==> src/rtl/seq_pkg.sv <==
// Shared definitions for the instruction fetch sequencer: FSM states and opcode decode constants.
package seq_pkg;

    typedef enum logic [2:0] {
        StIdle,
        StFetch,
        StLoad,
        StStart,
        StWaitLo,
        StExec,
        StHalted,
        StFault
    } seq_state_t;

    localparam logic [2:0]  HALT_OPCODE = 3'b111;
    localparam int unsigned OPCODE_MSB  = 15;
    localparam int unsigned OPCODE_LSB  = 13;

endpackage

==> src/rtl/seq_timer.sv <==
// Clearable handshake watchdog; expired is high once the count has spent TIMEOUT cycles enabled.
module seq_timer #(
    parameter int unsigned TIMEOUT = 15
) (
    input  logic clk,
    input  logic reset,
    input  logic clear,
    input  logic enable,
    output logic expired
);

    localparam int unsigned CntW = $clog2(TIMEOUT + 1);

    logic [CntW-1:0] count_q;

    // expired marks the last permitted cycle, so the caller leaves after exactly TIMEOUT cycles
    assign expired = (count_q == CntW'(TIMEOUT - 1));

    always_ff @(posedge clk or negedge reset) begin
        if (!reset) begin
            count_q <= '0;
        end else if (clear) begin
            count_q <= '0;
        end else if (enable && !expired) begin
            count_q <= count_q + 1'b1;
        end
    end

endmodule

==> src/rtl/fetch_sequencer.sv <==
// Fetches instructions from program memory, hands each to the CPU with load/start strobes and
// waits for the CPU handshake to complete before advancing the program counter.
module fetch_sequencer
    import seq_pkg::*;
#(
    parameter int unsigned ADDR_W  = 8,
    parameter int unsigned DATA_W  = 16,
    parameter int unsigned TIMEOUT = 15
) (
    input  logic              clk,
    input  logic              reset,
    input  logic              run,
    input  logic              go,
    output logic              mem_rd_req,
    output logic [ADDR_W-1:0] mem_addr,
    input  logic [DATA_W-1:0] mem_rdata,
    input  logic              mem_rd_valid,
    output logic [DATA_W-1:0] cpu_in,
    output logic              cpu_load,
    output logic              cpu_s,
    input  logic              cpu_w,
    output logic [ADDR_W-1:0] pc,
    output logic [15:0]       instr_count,
    output logic              halted,
    output logic              fault
);

    seq_state_t        state_q, state_d;
    logic [ADDR_W-1:0] pc_q;
    logic [DATA_W-1:0] instr_q;
    logic [15:0]       count_q;
    logic              mem_rd_req_q;
    logic              cpu_load_q;
    logic              cpu_s_q;
    logic              halted_q;
    logic              fault_q;

    logic timer_clear;
    logic timer_enable;
    logic timer_expired;
    logic is_halt;
    logic op_done;

    assign is_halt = (mem_rdata[OPCODE_MSB:OPCODE_LSB] == HALT_OPCODE);
    assign op_done = (state_q == StExec) && cpu_w;

    // Restart the watchdog on entry to each handshake phase
    assign timer_enable = (state_q == StWaitLo) || (state_q == StExec);
    assign timer_clear  = !timer_enable || ((state_q == StWaitLo) && !cpu_w);

    seq_timer #(
        .TIMEOUT (TIMEOUT)
    ) u_timer (
        .clk     (clk),
        .reset   (reset),
        .clear   (timer_clear),
        .enable  (timer_enable),
        .expired (timer_expired)
    );

    always_comb begin
        state_d = state_q;
        case (state_q)
            StIdle: begin
                if (run) state_d = StFetch;
            end
            StFetch: begin
                if (mem_rd_valid) state_d = is_halt ? StHalted : StLoad;
            end
            StLoad:  state_d = StStart;
            StStart: state_d = StWaitLo;
            StWaitLo: begin
                if (!cpu_w) begin
                    state_d = StExec;
                end else if (timer_expired) begin
                    state_d = StFault;
                end
            end
            StExec: begin
                if (cpu_w) begin
                    state_d = run ? StFetch : StIdle;
                end else if (timer_expired) begin
                    state_d = StFault;
                end
            end
            StHalted, StFault: begin
                if (go) state_d = StIdle;
            end
            default: state_d = StIdle;
        endcase
    end

    // Strobes and flags are registered from the next state so they line up with state_q
    always_ff @(posedge clk or negedge reset) begin
        if (!reset) begin
            state_q      <= StIdle;
            pc_q         <= '0;
            instr_q      <= '0;
            count_q      <= '0;
            mem_rd_req_q <= 1'b0;
            cpu_load_q   <= 1'b0;
            cpu_s_q      <= 1'b0;
            halted_q     <= 1'b0;
            fault_q      <= 1'b0;
        end else begin
            state_q <= state_d;

            if ((state_q == StFetch) && mem_rd_valid) begin
                instr_q <= mem_rdata;
            end

            if (op_done) begin
                pc_q <= pc_q + 1'b1;
                if (count_q != 16'hFFFF) begin
                    count_q <= count_q + 16'd1;
                end
            end else if (((state_q == StHalted) || (state_q == StFault)) && go) begin
                pc_q <= '0;
            end

            mem_rd_req_q <= (state_d == StFetch);
            cpu_load_q   <= (state_d == StLoad);
            cpu_s_q      <= (state_d == StStart);
            halted_q     <= (state_d == StHalted);
            fault_q      <= (state_d == StFault);
        end
    end

    assign mem_rd_req  = mem_rd_req_q;
    assign mem_addr    = pc_q;
    assign pc          = pc_q;
    assign cpu_in      = instr_q;
    assign cpu_load    = cpu_load_q;
    assign cpu_s       = cpu_s_q;
    assign instr_count = count_q;
    assign halted      = halted_q;
    assign fault       = fault_q;

endmodule
==> config.mk <==
export PLATFORM = sky130hd
export DESIGN_NAME = fetch_sequencer
export DESIGN_NICKNAME = d
export VERILOG_FILES = /design/src/rtl/seq_pkg.sv /design/src/rtl/seq_timer.sv /design/src/rtl/fetch_sequencer.sv
export SDC_FILE = /design/constraint.sdc
export NUM_CORES = 1
export LEC_CHECK = 0
export BUFFER_PORTS_ARGS = -buffer_cell sky130_fd_sc_hd__buf_2
export CAP_MARGIN = 20
export CORE_ASPECT_RATIO = 0.9
export CORE_MARGIN = 10
export CORE_UTILIZATION = 51
export CTS_BUF_LIST = sky130_fd_sc_hd__clkbuf_16
export DETAILED_ROUTE_END_ITERATION = 8
export PLACE_DENSITY = 0.79
export SETUP_SLACK_MARGIN = 0.15
export SLEW_MARGIN = 30
export SYNTH_ARGS = -nofsm -noshare
export SYNTH_HDL_FRONTEND = slang
export SYNTH_HIERARCHICAL = 1
export SYNTH_SLANG_ARGS = --single-unit
==> constraint.sdc <==
create_clock -name clk -period 2.1 [get_ports clk]
set_input_delay 0.21 -clock clk [delete_from_list [all_inputs] [get_ports clk]]
set_output_delay 0.21 -clock clk [all_outputs]
set_load 0.02 [all_outputs]
==> results.tsv <==
metric	value	unit
f_max	562	MHz
Pwr Density	1210	nW/um2
RSZ-0062 raised after global routing	false	
cts repair resizes	0	
Initial Utilization	52.4	%
Reg clk slew, reported paths	0.06	ns
row cnt	24	
I/O pin total	75	
Yosys warning count	6	
share of the synthesized area in the top cell type	51.6	%
die area	8160	um2
DR WL/cell	15.3	um
max-slew violations	0	
clock sinks	52	
Post-Syn Area	2520	um2
library cells used by synthesis	46	
fin crit share	84.7	%
clk root buf	clkbuf_16	
cts hold-fix bufs	0	
CTS tree	built	
Clock Path Buffers	2	
H-tree depth	2	
setup TNS	0	ns
placed cell area	2890	um2
worst vdd ir	854	uV
Post-Layout Inst Area	3020	um2
vias in the first global route	1935	
Multi-input gate area	1080	um2
chip height	86.7	um
Worst Tran Pin Value	0.636	ns
Worst Setup Start Kind	register	
Setup Skew	0.00472	ns
largest cells by area after synthesis	dfrtp_1, mux2_2, buf_4	
sequential cell area fraction in the yosys report	51.6	%
max_cap viols	0	
Die Span X	94.1	um
routed vias/inst	5.35	
Reg area	1300	um2
Avg Cell Area, Syn	11.4	um2
Core Region	4800	um2
leading register cell type out of synthesis	dfrtp_1	
setup bufs post-CTS	0	
initial antenna violation count	0	
FILL cells	402	
DR vias	1904	
leakage	0.00156	uW
status	complete, no violations	
ANT cells	0	
initial DRC count	94	
net count after synthesis	247	
flop2flop setup slack	0.32	ns
Final GP Congestion	0.804	
Post-synth EDFFs	0	
critical path arrival	1.94	ns
Yosys top cell by area	dfrtp_1	
Synth async-reset ratio	100	%
Critical Path Sink Type	register	
required time worst endpoint	2.27	ns
DRT antenna net count	0	
drt pass-1 iters	4	
share of layout cells above drive strength 1	39.2	%
fin crit period	1.78	ns
DR DRC count	0	
largest net degree at the start of global routing	53	
Worst-Skew Late Latency	0.28	ns
dpl hpwl	4110	um
final setup vio count	0	
cells after synthesis	221	
Final Hold Fails	0	
port bufs	74	
Layout area overhead	20.0	%
global route overflow	0	
total length of routed wires	5440	um
CTS buffer count	5	
worst-path fanout max	13	
flops & latches, synth	52	
global-route wire length before repair	9130	um
Setup CP Type	register to register	
nets	316	
Worst slew margin	57.6	%
GRT Util Overall	13.6	%
Hold WC Path Type	input port to asynchronous set/reset pin	
==> final timing paths <==
path,from,cells past startpoint,endpoint
min,reset,2,instr_count[2]
min reg2reg,mem_addr[7],1,mem_addr[7]
max,state_q[1],4,instr_count[14]
min in group clk,mem_rdata[7],2,cpu_in[7]
max reg2reg,state_q[1],4,instr_count[14]
max in group asynchronous,reset,2,u_timer/count_q[1]
==> area by class of cell <==
type	count	share of cell area [%]
sequential	52	43.0
multi-input combinational	148	35.8
timing repair buffer	78	13.2
clock buffer	5	4.14
tap	65	2.69
inverter	5	0.621
clock inverter	3	0.455
==> cell usage in the layout (no fill, tap or decap), drive strengths merged, types with 7 or more instances in the layout <==
cell type,instances
buf,78
nand4,10
nand2,16
nor2,10
nand3,8
o21ai,13
mux2,18
a21oi,7
dfrtp,52
xor2,7
and3,7
nor3,9
==> where the power goes <==
part	switching, uW	leakage [uW]	internal [uW]	total, uW
registers	225	0.000675	1280	1510
clock network	327	0.0000710	433	760
logic	822	0.000815	577	1400
==> metal layers <==
| metal | track usage [%] | wire [um] | vias to the layer above | part of all wire (%) |
|---|---|---|---|---|
| met5 | 0 | 0 | - | 0 |
| li1 | - | - | 926 | - |
| met3 | 7.00 | 626 | 5 | 12 |
| met2 | 21.7 | 2550 | 65 | 47 |
| met4 | 4.00 | 31 | 0 | 0.57 |
| met1 | 15.7 | 2240 | 908 | 41 |
==> cell families (layout without fill, tap and decap cells) <==
family,Yosys count,after routing,synth area share [%]
AO/OA/AOI/OAI,30,30,7.55
XOR/XNOR,12,12,4.17
adder cells (fa/ha/maj),4,4,1.99
buffers and inverters,21,91,5.36
flip-flops,52,52,51.6
multiplexers,21,21,9.24
AND/OR/NAND/NOR,81,81,20.1
==> critical path, stage by stage (launching register included) <==
cell	delay (ns)
dfrtp_1	0.49
and4b_1	0.47
nand4_1	0.20
nor2_1	0.17
mux2_1	0.33
==> registers in the layout (all words and copies together), names as in the netlist <==
| name | count |
|---|---|
| cpu_load | 1 |
| state_q | 3 |
| mem_rd_req | 1 |
| fault | 1 |
| cpu_in | 16 |
| u_timer/count_q | 4 |
| instr_count | 16 |
| cpu_s | 1 |
| mem_addr | 8 |
| halted | 1 |
==> synthesized netlist by cell type (2+ instances only) <==
cell type / n
mux2_2: 16
buf_2: 3
and3b_1: 2
and3_1: 6
buf_4: 10
nand2b_1: 2
nand4_1: 10
mux2_1: 2
nand3b_1: 2
nand3_1: 7
nor3_2: 3
xor2_1: 7
nor2_1: 10
mux2i_1: 3
nand2_1: 16
buf_6: 2
nor3b_2: 2
o21ai_0: 13
nor3_1: 6
nor2b_1: 5
xnor2_1: 5
ha_1: 4
inv_1: 3
a21oi_1: 6
and4_1: 3
inv_2: 2
dfrtp_1: 52
==> metrics by stage <==
stage	total power [uW]	worst slack, ns	util, %	instances	hold slack (ns)
after detailed placement	2940	0.342	60.1	348	0.363
after global routing	3920	0.216	62.9	356	0.0903
after global placement	2900	0.358	60.1	348	0.363
final	3670	0.321	62.9	356	0.0354
after floorplan	2510	0.369	-	221	-0.0856
after CTS	3720	0.328	62.9	356	0.0562
Note: power is estimated with default switching activity, not from simulation.
